$ cat src/rtl/common_pkg.sv
// Shared fabric types used across the tile: tile ids, fabric opcodes,
// arbitration cardinal directions and the tile transaction record.
package common_pkg;

    typedef logic [7:0] t_tile_id;

    typedef enum logic [1:0] {
        RD     = 2'd0,
        WR     = 2'd1,
        RD_RSP = 2'd2,
        WR_RSP = 2'd3
    } t_opcode;

    typedef enum logic [2:0] {
        NULL_CARDINAL = 3'd0,
        NORTH         = 3'd1,
        SOUTH         = 3'd2,
        EAST          = 3'd3,
        WEST          = 3'd4
    } t_cardinal;

    typedef struct packed {
        t_cardinal   next_tile_fifo_arb_id;
        t_opcode     opcode;
        t_tile_id    requestor_id;
        logic [31:0] address;
        logic [31:0] data;
    } t_tile_trans;

endpackage

$ cat src/rtl/mini_core_pkg.sv
// Core-side definitions for the mini core: the core-to-fabric read tracker
// state encoding and the data value returned when a remote read times out.
package mini_core_pkg;

    typedef enum logic [1:0] {
        IDLE     = 2'd0,
        ISSUE    = 2'd1,
        WAIT_RSP = 2'd2,
        DELIVER  = 2'd3
    } t_c2f_trk_state;

    localparam logic [31:0] C2F_TIMEOUT_RD_DATA = 32'hDEAD_BEEF;

endpackage

$ cat src/rtl/mini_c2f_rd_tracker.sv
// mini_c2f_rd_tracker
// Turns core loads/stores that target another tile into C2F fabric requests.
// Stores are posted (stall only while the C2F FIFO is full). Loads stall the
// core until the matching RD_RSP returns on the fabric ingress, or until a
// timeout, and then deliver the data for one cycle at Q104H.
//
// Ports
//   Clock, Rst              : clock, synchronous active-low reset
//   local_tile_id           : id of this tile
//   DMemRdEnQ103H/WrEn      : core load / store request (both set = store)
//   DMemAddressQ103H        : core address, [31:24] selects the target tile
//   DMemWrDataQ103H         : store data
//   C2fReqFull              : C2F request FIFO full
//   C2fReqValidQ103H        : push strobe into the C2F FIFO
//   C2fReqQ103H             : transaction pushed into the C2F FIFO
//   CoreStallQ103H          : hold the core pipeline at Q103H
//   InFabricValidQ503H/Q503H: fabric ingress transaction
//   RdRspValidQ104H/DataQ104H: remote load data, one-cycle pulse
//   RdTimeoutErr            : sticky, set when a remote load timed out
//   StaleRspCnt             : saturating count of unmatched RD_RSPs for this tile
module mini_c2f_rd_tracker
    import common_pkg::*;
    import mini_core_pkg::*;
#(
    parameter int unsigned TIMEOUT_CYCLES  = 1024,
    parameter logic [31:0] TIMEOUT_RD_DATA = C2F_TIMEOUT_RD_DATA
) (
    input  logic        Clock,
    input  logic        Rst,
    input  t_tile_id    local_tile_id,
    input  logic        DMemRdEnQ103H,
    input  logic        DMemWrEnQ103H,
    input  logic [31:0] DMemAddressQ103H,
    input  logic [31:0] DMemWrDataQ103H,
    input  logic        C2fReqFull,
    output logic        C2fReqValidQ103H,
    output t_tile_trans C2fReqQ103H,
    output logic        CoreStallQ103H,
    input  logic        InFabricValidQ503H,
    input  t_tile_trans InFabricQ503H,
    output logic        RdRspValidQ104H,
    output logic [31:0] RdRspDataQ104H,
    output logic        RdTimeoutErr,
    output logic [7:0]  StaleRspCnt
);

    // One extra bit so TIMEOUT_CYCLES itself is representable; the counter
    // never needs to wrap.
    localparam int               CNT_W    = $clog2(TIMEOUT_CYCLES + 1);
    localparam logic [CNT_W-1:0] CNT_LAST = CNT_W'(TIMEOUT_CYCLES - 1);

    t_c2f_trk_state   state;
    logic [23:0]      latchedAddr;
    logic [31:0]      capData;
    logic [CNT_W-1:0] timeoutCnt;

    logic [7:0] tgtTile;
    logic       nonLocal;
    logic       isStore;
    logic       isLoad;
    logic       rspToMe;
    logic       rspMatch;
    logic       takeMatch;
    logic       pushReq;
    logic       stallReq;

    assign tgtTile  = DMemAddressQ103H[31:24];
    assign nonLocal = (tgtTile != local_tile_id) && (tgtTile != 8'h00);
    // A request with both enables set is a store.
    assign isStore  = nonLocal && DMemWrEnQ103H;
    assign isLoad   = nonLocal && DMemRdEnQ103H && !DMemWrEnQ103H;

    assign rspToMe   = InFabricValidQ503H && (InFabricQ503H.opcode == RD_RSP)
                    && (InFabricQ503H.address[31:24] == local_tile_id);
    assign rspMatch  = rspToMe && (InFabricQ503H.address[23:0] == latchedAddr);
    assign takeMatch = (state == WAIT_RSP) && rspMatch;

    // Requestor id and arbitration id of ingress traffic are irrelevant here.
    logic unusedFabricBits;
    assign unusedFabricBits = ^{InFabricQ503H.requestor_id, InFabricQ503H.next_tile_fifo_arb_id};

    always_comb begin
        pushReq  = 1'b0;
        stallReq = 1'b0;
        case (state)
            IDLE: begin
                if (isStore) begin
                    pushReq  = !C2fReqFull;
                    stallReq = C2fReqFull;
                end else if (isLoad) begin
                    pushReq  = !C2fReqFull;
                    stallReq = 1'b1;
                end
            end
            ISSUE: begin
                pushReq  = !C2fReqFull;
                stallReq = 1'b1;
            end
            WAIT_RSP: stallReq = 1'b1;
            default: ;
        endcase
    end

    // Request-side outputs are held low while Rst is asserted so nothing is
    // pushed into the fabric during reset.
    always_comb begin
        C2fReqQ103H = '0;
        if (Rst) begin
            C2fReqQ103H.address               = DMemAddressQ103H;
            C2fReqQ103H.data                  = DMemWrDataQ103H;
            C2fReqQ103H.opcode                = DMemWrEnQ103H ? WR : RD;
            C2fReqQ103H.requestor_id          = local_tile_id;
            C2fReqQ103H.next_tile_fifo_arb_id = NULL_CARDINAL;
        end
    end

    assign C2fReqValidQ103H = Rst && pushReq;
    assign CoreStallQ103H   = Rst && stallReq;
    assign RdRspValidQ104H  = Rst && (state == DELIVER);
    assign RdRspDataQ104H   = RdRspValidQ104H ? capData : 32'h0;

    always_ff @(posedge Clock) begin
        if (!Rst) begin
            state        <= IDLE;
            latchedAddr  <= '0;
            capData      <= '0;
            timeoutCnt   <= '0;
            RdTimeoutErr <= 1'b0;
            StaleRspCnt  <= '0;
        end else begin
            if (rspToMe && !takeMatch && (StaleRspCnt != 8'hFF))
                StaleRspCnt <= StaleRspCnt + 8'd1;

            case (state)
                IDLE, ISSUE: begin
                    if ((state == ISSUE) || isLoad) begin
                        if (!C2fReqFull) begin
                            latchedAddr <= DMemAddressQ103H[23:0];
                            timeoutCnt  <= '0;
                            state       <= WAIT_RSP;
                        end else begin
                            state <= ISSUE;
                        end
                    end
                end
                WAIT_RSP: begin
                    // A response in the final cycle still beats the timeout.
                    if (rspMatch) begin
                        capData <= InFabricQ503H.data;
                        state   <= DELIVER;
                    end else if (timeoutCnt == CNT_LAST) begin
                        capData      <= TIMEOUT_RD_DATA;
                        RdTimeoutErr <= 1'b1;
                        state        <= DELIVER;
                    end else begin
                        timeoutCnt <= timeoutCnt + 1'b1;
                    end
                end
                default: state <= IDLE;
            endcase
        end
    end

endmodule

$ cat config.mk
export PLATFORM = sky130hd
export DESIGN_NAME = mini_c2f_rd_tracker
export DESIGN_NICKNAME = d
export VERILOG_FILES = /design/src/rtl/common_pkg.sv /design/src/rtl/mini_core_pkg.sv /design/src/rtl/mini_c2f_rd_tracker.sv
export SDC_FILE = /design/constraint.sdc
export NUM_CORES = 1
export LEC_CHECK = 0
export CORE_UTILIZATION = 34
export CTS_CLUSTER_SIZE = 40
export DETAILED_ROUTE_END_ITERATION = 6
export PLACE_DENSITY = 0.81
export SYNTH_ARGS = -nofsm -noshare
export SYNTH_HDL_FRONTEND = slang
export SYNTH_SLANG_ARGS = --single-unit
$ cat constraint.sdc
create_clock -name Clock -period 2.25 [get_ports Clock]
set_input_delay 0.45 -clock Clock [delete_from_list [all_inputs] [get_ports Clock]]
set_output_delay 0.45 -clock Clock [all_outputs]
set_load 0.05 [all_outputs]
# After elaboration in Yosys (flattened, before gate mapping)
# Index checks and enable logic that the tools add are counted.
[totals]
inputBits = 155
register_bits = 78
elab_cells = 73
[op_classes]
eq_ne = 14
bitwise_logic = 2
addsub = 2
muxes = 21
reduce_logical = 28
[ops]
columns = ["operator", "count"]
rows = [
  ["$mux 32", 3],
  ["$mux 73", 1],
  ["$mux 11", 4],
  ["$eq 24x24->1", 1],
  ["$pmux 11 s2", 1],
  ["$logic_and 1x1->1", 13],
  ["$add 11x1->11 const B", 1],
  ["$eq 11x10->1 const B", 1],
  ["$add 8x1->8 const B", 1],
  ["$eq 8x8->1", 1],
  ["$mux 2", 4],
  ["$ne 2x2->1 const B", 4],
  ["$ne 8x8->1", 1],
  ["$ne 8x8->1 const B", 1],
  ["$reduce_bool 8->1", 1],
  ["$eq 2x2->1 const B", 3],
  ["$reduce_and 3->1", 2],
  ["$mux 1", 5],
  ["$reduce_and 5->1", 1],
  ["$pmux 1 s2", 2],
  ["$pmux 2 s2", 1],
  ["$reduce_and 2->1", 2],
  ["$reduce_bool 2->1", 2],
  ["$reduce_or 2->1", 2],
  ["other kinds (6)", 9],
]

# Logic depth before layout (Yosys ltp)
# Gate-level depths: netlist (run 1).
[depth]
word_depth = 8
depth_mapped = 9

# Least setup slack after synthesis (run 1)
# OpenSTA, ideal clock, no wires.
[synth_path]
path_type = "input to output"
start = "input DMemAddressQ103H[24]"
end = "output C2fReqValidQ103H"
t_arrival_ps = 2258
path_stages = 6
slack_ps = -458
path_cell_list = "xor2_1 -> nor4_1 -> and2_1 -> nor2_1 -> o211ai_1 -> a211oi_1"
[synth_via]
elab_chain_cells = 8
word_cells_on_any_way = 10
classes_between = "1 x eq/ne; 3 x mux; 6 x reduce/logical"
[synth_lines]
columns = ["item", "line", "source"]
rows = [
  ["from (decl)", "mini_c2f_rd_tracker.sv:33", "input logic [31:0] DMemAddressQ103H,"],
  ["$ne 8x8->1 or $reduce_bool 8->1 (tied branches)", "mini_c2f_rd_tracker.sv:68", "assign nonLocal = (tgtTile != local_tile_id) && (tgtTile != 8'h00);"],
  ["$logic_and 1x1->1 (*)", "mini_c2f_rd_tracker.sv:68", ""],
  ["$logic_and 1x1->1 (2 in a row)", "mini_c2f_rd_tracker.sv:71", "assign isLoad = nonLocal && DMemRdEnQ103H && !DMemWrEnQ103H;"],
  ["$mux 1", "mini_c2f_rd_tracker.sv:90", "end else if (isLoad) begin"],
  ["$mux 1 (*)", "mini_c2f_rd_tracker.sv:87", "if (isStore) begin"],
  ["$pmux 1 s2 (*)", "mini_c2f_rd_tracker.sv:85", "case (state)"],
  ["$logic_and 1x1->1 (*)", "mini_c2f_rd_tracker.sv:117", "assign C2fReqValidQ103H = Rst && pushReq;"],
  ["to (decl)", "mini_c2f_rd_tracker.sv:36", "output logic C2fReqValidQ103H,"],
]
# Mark *: on every way between the ends. The rest lies on a longest branch, timed or not.

# Worst setup path in the final report (run 1)
[layout_path]
start = "input InFabricQ503H[46] in the netlist's numbering"
end = "register timeoutCnt[9]"
[layout_via]
elab_chain_cells = 4
[layout_lines]
columns = ["item", "line", "source"]
rows = [
  ["from (decl)", "mini_c2f_rd_tracker.sv:40", "input t_tile_trans InFabricQ503H,"],
  ["$eq 24x24->1", "mini_c2f_rd_tracker.sv:75", "assign rspMatch = rspToMe && (InFabricQ503H.address[23:0] == latchedAddr);"],
  ["$logic_and 1x1->1", "mini_c2f_rd_tracker.sv:75", ""],
  ["$ne 2x2->1 (no line)", "--", ""],
  ["$reduce_and 5->1 (no line)", "--", ""],
  ["to (signal assigned)", "mini_c2f_rd_tracker.sv:156", "timeoutCnt <= timeoutCnt + 1'b1;"],
  ["to (decl)", "mini_c2f_rd_tracker.sv:55", "logic [CNT_W-1:0] timeoutCnt;"],
]
# Every way passes these cells.
# A chain may end at the register's enable or synchronous reset.

==> impl_metrics.tcl, run 1 <==
set metrics [dict create \
    yosysSeqAreaShare_pct 34.3 \
    timing.setup.tns_ns -0.256 \
    place_congestion 0.787 \
    outcome "finished, violations left" \
    path_class "input pin to flip-flop" \
    comb_power_share_pct 36.3 \
    path_delay_family "simple AND/OR/NAND/NOR gates" \
    rsz0062_at_grt "yes" \
    cp-start-kind "input pin" \
    path_buf_inv 2 \
    p_sw_share_pct 31.0 \
    crit_slowest_cell "or4_4" \
    placed_area_sq_mm 0.00869 \
    layoutNonFillerInstCount 1030 \
    grt_pass1_vias 5401 \
    violations "setup timing" \
    die_h_um 118 \
    cts_root_buffer "clkbuf_16" \
    fin_crit_ns 2.30 \
    avgViaCountPerCell 5.08 \
    port_buffers 260 \
    hold_viol 0 \
    layout_common_cells "buf_12 (111), clkdlybuf4s50_1 (100), dfxtp_1 (76), and2_1 (74), nor2_1 (52)" \
    cts-buffers-inserted 9 \
    first_pass_iters 4 \
    syn_avg_cell_area_sq_um 8.12 \
    cp_max_fo 5 \
    grt_usage_pct 24.7 \
    syn_area_sq_mm 0.00456 \
    netlist-cell-type-count 49 \
    start_util_pct 35.5 \
    power.leakage_nw 3.94 \
    power_mw 5.10 \
    row_count 41 \
    grt_max_degree 67 \
    dp_hpwl_um 12300 \
    final_layout_size_suffix_gt1_share_pct 29.1 \
    syn_inst 561 \
    pwr-share-seq_pct 30.2 \
    via_count 5236 \
    dp_cells 998 \
    drt_wl_total_um 17100 \
    boundaryPins 276 \
    timing.final.crit_share_pct 102 \
    cts.clk_slew.worst_paths_ns 0.06 \
    finalWorstSetupSlack_ns -0.0467 \
    cp_slowest_stage_delay_ns 0.55 \
    path_cells "dlygate4sd2_1 > xor2_1 > nor4_2 > nand4_1 > buf_4 > or4_4 > o221ai_4 > o22a_1" \
    power.share.clock_pct 33.5 \
    intPower_mw 3.51 \
    dp_slack_ns -0.733 \
    ys.flop_type "dfxtp_1" \
    synth-seq-cells 78 \
    post_drt_wl_per_cell_um 16.6 \
    drc_errors 0 \
    required_ns 2.52 \
    synthArstFlopShare_pct 0 \
    antenna_cells 0 \
    clkSinkCount 78 \
    die-area_sq_mm 0.0139 \
    final_common_cell "buf_12" \
    die_w_um 118 \
    fmax_ghz 0.435 \
    ys_warn_count 0 \
    end_kind "flip-flop" \
    area_growth_pct 105 \
    grt_overflow 0 \
    drv_cap 0 \
    antenna_left 0 \
    ir_worst_vdd_uv 448 \
    tightest_slew_ns 0.721 \
    slew_headroom_pct 51.9 \
    fin_area_sq_mm 0.00935 \
    maxSlewViolCount 0 \
    cts_tree "done" \
    grt_pass1_wl_um 27500 \
    synth-edff-count 0 \
    setup_violations 15 \
    worstPathArrival_ns 2.57 \
    skew_ns 0.00845 \
    clk_latency_ns 0.33 \
    first_iter_violations 168 \
    htreeDepth 3 \
    cts_buffer_depth 2 \
    final_nets 1015 \
    p_sw_mw 1.58 \
    hold_path_class "flip-flop to flip-flop" \
    core-area_sq_mm 0.0128 \
    antenna_found_initial 0 \
    powerDensity_mw_per_mm2 545 \
]
==> power groups by stage <==
stage	Sequential, mW	Combinational [mW]	Clock (mW)
floorplan	1.55	0.954	0
global placement	1.56	1.76	0
detailed placement	1.57	1.79	0
CTS	1.54	1.84	1.72
global route	1.55	1.96	1.79
finish	1.54	1.85	1.71
==> metrics by stage <==
step / hold slack (ns) / util (%)
final: 0.467 / 72.9
after global routing: 0.481 / 72.9
after CTS: 0.465 / 72.3
after detailed placement: 0.457 / 67.8
after global placement: 0.447 / 67.8
after floorplan: 0.439 / -
==> layout make-up <==
| class | instances | area (sq um) |
|---|---|---|
| Clock buffer | 13 | 260 |
| Clock inverter | 3 | 90.1 |
| Fill cell | 893 | 3470 |
| Inverter | 10 | 37.5 |
| Multi-Input combinational cell | 437 | 3040 |
| Sequential cell | 78 | 1560 |
| Tap cell | 172 | 215 |
| Timing Repair Buffer | 317 | 4140 |
==> sequential cells by signal, indices dropped and copies added, names as in the netlist <==
name,flops
timeoutCnt,11
latchedAddr,24
StaleRspCnt,8
RdTimeoutErr,1
capData,32
state,2
==> path summary, 6_finish.rpt <==
kind | start | end | slack, ns | depth (start not counted)
worst min register to register | capData[29] | capData[29] | 0.47 | 2
worst max-delay path | InFabricQ503H[46] | timeoutCnt[9] | -0.05 | 8
worst max register to register | latchedAddr[4] | timeoutCnt[9] | -0.03 | 7
worst min-delay path | capData[29] | capData[29] | 0.47 | 2
==> cell families (layout without fill, tap and decap cells) <==
kind of cell / Yosys count / in the layout / share of synthesized area (%)
AND/OR/NAND/NOR: 304 / 304 / 36.4
flip-flops: 78 / 78 / 34.3
AO/OA/AOI/OAI: 53 / 54 / 8.79
buffers and inverters: 50 / 343 / 4.78
XOR/XNOR: 41 / 41 / 7.88
multiplexers: 27 / 27 / 5.93
adder cells (fa/ha/maj): 7 / 7 / 1.92
other: 1 / 4 / 0.0823
==> routing by layer <==
metal | routed length [um] | part of all wire [%] | track usage (%)
met5 | 0 | 0 | 0
met1 | 6580 | 39 | 27.3
met4 | 423 | 2.5 | 8.09
met3 | 1060 | 6.2 | 6.20
met2 | 8990 | 53 | 45.8
==> what timing repair did <==
| action | in CTS | in global routing |
|---|---|---|
| hold buffers | 0 | 0 |
| buffers inserted | 12 | 1 |
| pin swaps | 42 | 16 |
| endpoints found under the setup margin | 80 | 51 |
| resized for setup | 155 | 20 |
| gates cloned | 3 | 0 |
==> Yosys cell counts, types with 2 or more instances <==
| library cell | count | area (sq um) |
|---|---|---|
| a21oi_1 | 12 | 60.1 |
| o22a_1 | 7 | 61.3 |
| buf_4 | 5 | 37.5 |
| o31ai_1 | 2 | 15.0 |
| o211ai_1 | 4 | 30.0 |
| a31o_2 | 2 | 17.5 |
| a211oi_1 | 2 | 15.0 |
| nor3b_1 | 7 | 52.6 |
| nand2b_1 | 2 | 12.5 |
| buf_2 | 3 | 15.0 |
| dfxtp_1 | 78 | 1560 |
| nand2_1 | 26 | 97.6 |
| nand4_1 | 4 | 25.0 |
| o311ai_2 | 2 | 32.5 |
| ha_1 | 7 | 87.6 |
| a31oi_1 | 2 | 12.5 |
| and3_1 | 37 | 231 |
| clkbuf_1 | 31 | 116 |
| xnor2_1 | 8 | 70.1 |
| nand3_1 | 17 | 85.1 |
| nor4_1 | 11 | 68.8 |
| nor3_1 | 52 | 260 |
| o21ai_0 | 10 | 50.1 |
| o211a_1 | 2 | 20.0 |
| mux2i_1 | 27 | 270 |
| xor2_1 | 33 | 289 |
| inv_1 | 10 | 37.5 |
| and2_1 | 75 | 469 |
| nor2_1 | 58 | 218 |
| or4_1 | 6 | 45.0 |
==> worst min-delay path, cell delays in order (launching register included) <==
cell,delay [ns]
dfxtp_1,0.30
nand3_1,0.06
a21oi_1,0.05
No activity file was read; power rests on OpenSTA's default activity.
==> run 2: changes to the inputs <==
--- a/config.mk
+++ b/config.mk
@@ -5,10 +5,13 @@
 export SDC_FILE = /design/constraint.sdc
 export NUM_CORES = 1
 export LEC_CHECK = 0
+export CORE_MARGIN = 10
 export CORE_UTILIZATION = 34
 export CTS_CLUSTER_SIZE = 40
 export DETAILED_ROUTE_END_ITERATION = 6
 export PLACE_DENSITY = 0.81
+export SKIP_LAST_GASP = 1
+export SLEW_MARGIN = 10
 export SYNTH_ARGS = -nofsm -noshare
 export SYNTH_HDL_FRONTEND = slang
 export SYNTH_SLANG_ARGS = --single-unit
==> impl_metrics.tcl, run 2 (same netlist as run 1, synthesis figures left out) <==
set metrics [dict create \
    outcome "finished, violations left" \
    violations "setup timing" \
    clkSinkCount 78 \
    final_layout_size_suffix_gt1_share_pct 36.3 \
    drc_errors 0 \
    antenna_cells 0 \
    path_class "input pin to output port" \
    antenna_found_initial 0 \
    clk_latency_ns 0.34 \
    area_growth_pct 117 \
    cts_buffer_depth 2 \
    hold_ws_ns 0.465 \
    cts_root_buffer "clkbuf_16" \
    fin_area_sq_mm 0.00987 \
    grt_max_degree 36 \
    hold_viol 0 \
    maxSlewViolCount 0 \
    min_from "capData[29]" \
    placed_area_sq_mm 0.00878 \
    worstPathArrival_ns 1.87 \
    skew_ns 0.0133 \
    path_buf_inv 3 \
    setup_violations 3 \
    drv_cap 0 \
    ff_latch_area_sq_mm 0.00157 \
    tightest_slew_ns 0.632 \
    rsz0062_at_grt "yes" \
    cp_slowest_stage_delay_ns 0.34 \
    drt_wl_total_um 21000 \
    core-area_sq_mm 0.0132 \
    largest_reg_flops 32 \
    post_drt_wl_per_cell_um 20.0 \
    grt_overflow 0 \
    fmax_ghz 0.432 \
    crit_slowest_cell "a211oi_2" \
    power_mw 4.92 \
    via_count 5387 \
    first_iter_violations 304 \
    timing.final.crit_share_pct 103 \
    r2r_start "latchedAddr[9]" \
    multi_input_area_sq_mm 0.00339 \
    startpoint "local_tile_id[6]" \
    timing.setup.tns_ns -0.114 \
    die_w_um 136 \
    boundaryPins 276 \
    reg_top3 "capData: 32 flops, latchedAddr: 24 flops, timeoutCnt: 11 flops" \
    dp_hpwl_um 14800 \
    hold_path_class "flip-flop to flip-flop" \
    final_nets 1032 \
    htreeDepth 3 \
    antenna_left 0 \
    slew_headroom_pct 57.4 \
    ir_worst_vdd_uv 444 \
    powerDensity_mw_per_mm2 498 \
    cts_tree "done" \
    grt_pass1_vias 5337 \
    end_kind "output port" \
    first_pass_iters 5 \
    power.leakage_nw 4.12 \
    path_delay_family "buffers and inverters" \
    avgViaCountPerCell 5.13 \
    die-area_sq_mm 0.0184 \
    required_ns 1.80 \
    fill_cells 855 \
    row_count 42 \
    place_congestion 0.848 \
    cts-buffers-inserted 9 \
    grt_pass1_wl_um 29300 \
    port_buffers 260 \
    largest_register "capData" \
    final_common_cell "buf_12" \
    grt_usage_pct 19.7 \
    layout_common_cells "buf_12 (114), clkdlybuf4s50_1 (97), dfxtp_1 (74), and2_1 (74), buf_4 (53)" \
    cp-start-kind "input pin" \
    start_util_pct 34.5 \
    cp_max_fo 2 \
    die_h_um 136 \
    cts.clk_slew.worst_paths_ns 0.06 \
    finalWorstSetupSlack_ns -0.0666 \
    fin_crit_ns 2.32 \
    path_cells "buf_8 > buf_6 > xor2_4 > nor4_4 > and2_4 > nor2_4 > o211ai_1 > a211oi_2 > clkbuf_16" \
    ctsHoldBuffers 0 \
]
## run 2: cell count changes in the layout (fill, tap and decap cells not counted), sizes merged
cell           before  now
clkinvlp            0    2
buf               187  199
clkinv              0    2
clkbuf             13   20
clkdlybuf4s50     100   97
dlymetal6s2s        2    9
inv                10   12
dlygate4sd2        23   16
bufbuf              2    0
bufinv              3    0
## run 2: layout make-up
class	count	area share (%)
inverter	10	0.380
sequential	78	15.9
timing repair buffer	334	44.4
tap	176	2.23
multi-input combinational	437	34.3
clock buffer	10	2.32
clock inverter	6	0.469
## run 2: through the flow
step | util (%) | setup WS (ns) | std cells
floorplan | - | -0.121 | 564
global placement | 66.6 | -0.638 | 1007
detailed placement | 66.6 | -0.664 | 1007
CTS | 69.9 | -0.0320 | 1034
global route | 74.9 | -0.137 | 1051
finish | 74.9 | -0.0666 | 1051
## run 2: what timing repair did
action                     CTS  global route
setup endpoints to repair   80            78
pin swaps                   38            55
cloned                       2             8
resized for setup          133           120
buffers inserted            10             9
## run 2: tightest hold or removal path: stages (launching register included)
cell and delay, ns:
dfxtp_1 0.32, nand3_2 0.06, a21oi_2 0.04
## run 2: worst paths after layout
check	to	slack [ns]	cells past startpoint
setup reg to reg	timeoutCnt[5]	0	6
hold / removal	capData[29]	0.47	2
setup / recovery	C2fReqValidQ103H	-0.07	9
hold reg to reg	capData[29]	0.47	2
## run 2: per-layer routing
layer / GRT usage (%) / share of wire (%)
met1: 22.1 / 38
met2: 33.9 / 50
met3: 7.53 / 9.6
met4: 5.38 / 1.9
met5: 0 / 0
## run 2: power breakdown
group | switching (mW) | internal (mW)
logic | 1.01 | 0.997
clock network | 0.609 | 0.755
registers | 0.0780 | 1.47
total | 1.70 | 3.22
==> run 3: changes to the inputs <==
--- a/config.mk
+++ b/config.mk
@@ -9,9 +9,9 @@
 export CORE_UTILIZATION = 34
 export CTS_CLUSTER_SIZE = 40
 export DETAILED_ROUTE_END_ITERATION = 6
-export PLACE_DENSITY = 0.81
+export PLACE_DENSITY = 0.78
 export SKIP_LAST_GASP = 1
-export SLEW_MARGIN = 10
+export SLEW_MARGIN = 20
 export SYNTH_ARGS = -nofsm -noshare
 export SYNTH_HDL_FRONTEND = slang
 export SYNTH_SLANG_ARGS = --single-unit
==> impl_metrics.tcl, run 3 (same netlist as run 1, synthesis figures left out) <==
set metrics [dict create \
    start_util_pct 34.5 \
    final_common_cell "buf_12" \
    core-area_sq_mm 0.0132 \
    cts_tree "done" \
    antenna_cells 0 \
    drv_cap 0 \
    cts_buffer_depth 2 \
    largest_reg_flops 32 \
    setup_violations 26 \
    port_buffers 260 \
    worstPathArrival_ns 2.58 \
    maxSlewViolCount 0 \
    boundaryPins 276 \
    clk_latency_ns 0.34 \
    end_kind "flip-flop" \
    timing.setup.tns_ns -0.594 \
    whs_path_depth 2 \
    dp_slack_ns -0.685 \
    use_met3_pct 7.34 \
    rsz0062_at_grt "yes" \
    clkSinkCount 78 \
    grt_pass1_wl_um 28400 \
    outcome "finished, violations left" \
    die_h_um 136 \
    final_layout_size_suffix_gt1_share_pct 30.2 \
    via_count 5262 \
    final_nets 1017 \
    required_ns 2.52 \
    avgViaCountPerCell 5.08 \
    die_w_um 136 \
    hold_viol 0 \
    violations "setup timing" \
    first_pass_iters 5 \
    die-area_sq_mm 0.0184 \
    grt_pass1_vias 5144 \
    ff2ff_path_depth 6 \
    place_congestion 0.844 \
    hold_path_class "flip-flop to flip-flop" \
    row_count 42 \
    htreeDepth 3 \
    skew_ns 0.00925 \
    drt_wl_total_um 19700 \
    dp_hpwl_um 14700 \
    grt_max_degree 45 \
    grt_busiest_layer "met2" \
    first_iter_violations 293 \
    ir_worst_vdd_uv 422 \
    fill_cells 946 \
    area_growth_pct 108 \
    finalWorstSetupSlack_ns -0.0537 \
    power_mw 5.11 \
    grt_usage_pct 19.1 \
    grt_overflow 0 \
    slew_headroom_pct 61.8 \
    timing.final.crit_share_pct 102 \
    power.leakage_nw 4.02 \
    fmax_ghz 0.434 \
    cts-buffers-inserted 9 \
    fin_crit_ns 2.30 \
    reg_top3 "capData: 32 flops, latchedAddr: 24 flops, timeoutCnt: 11 flops" \
    tightest_slew_ns 0.558 \
    layout_common_cells "buf_12 (111), clkdlybuf4s50_1 (103), dfxtp_1 (76), and2_1 (74), nor2_1 (52)" \
    cts.clk_slew.worst_paths_ns 0.06 \
    antenna_left 0 \
    largest_register "capData" \
    post_drt_wl_per_cell_um 19.0 \
    ctsHoldBuffers 0 \
    use_met2_pct 33.6 \
    antenna_found_initial 0 \
    powerDensity_mw_per_mm2 538 \
    cp-start-kind "flip-flop" \
    met1_usage_pct 21.1 \
    drc_errors 0 \
    cts_root_buffer "clkbuf_16" \
    cp_max_fo 7 \
    path_class "flip-flop to flip-flop" \
]
## run 3: cell types whose count changed in the layout (fill, tap and decap cells not counted), moves of 4 or more
cell             delta
a21oi_2             -4
buf_6               +4
nor2_4             -16
a21oi_1             +5
clkdlybuf4s50_1     +6
buf_2               -6
buf_4              -14
xor2_1              +7
nor2_1             +19
xor2_2              -5
## run 3: report_power, final
part	leakage [nW]	switching [mW]	internal [mW]
clock	0.172	0.566	1.11
combinational	3.21	0.961	0.930
sequential	0.632	0.0738	1.47
## run 3: per-stage QoR
step	hold WS, ns	area (sq um)	std cells	utilization, %
2_1_floorplan	0.439	4630	564	-
3_3_place_gp	0.446	8690	1002	65.9
3_5_place_dp	0.455	8690	1002	65.9
4_1_cts	0.463	9170	1026	69.5
5_1_grt	0.494	9490	1036	71.9
6_report	0.464	9490	1036	71.9
## run 3: layout make-up
type                       count  area, sq um  area share, %
tap                          176          220           2.32
multi-input combinational    437         3100           32.7
timing repair buffer         319         4220           44.4
sequential                    78         1560           16.5
inverter                      10         37.5          0.396
clock inverter                 6          109           1.15
clock buffer                  10          239           2.52
## run 3: final timing paths
kind	from	to	slack, ns
setup / recovery	latchedAddr[17]	timeoutCnt[5]	-0.05
hold / removal	capData[29]	capData[29]	0.46
setup reg to reg	latchedAddr[17]	timeoutCnt[5]	-0.05
hold reg to reg	capData[29]	capData[29]	0.46
## run 3: repair_timing
| item | 4_1_cts | 5_1_grt |
|---|---|---|
| setup buffers | 7 | 4 |
| gates resized for setup | 118 | 57 |
| cloned | 1 | 7 |
| pin swaps | 34 | 40 |
| setup endpoints to repair | 80 | 52 |
## run 3: per-layer routing
layer	share of wire (%)	vias up
met5	0	-
met4	1.4	0
met3	9.4	26
met2	50	238
met1	39	2464
li1	-	2534
## run 3: critical path, cell delays in order (launching register included)
cell and delay [ns]:
dfxtp_2 0.33, xor2_1 0.15, nor4_2 0.36, nand4_1 0.27, or4_4 0.67, o221ai_4 0.30, o22a_1 0.17
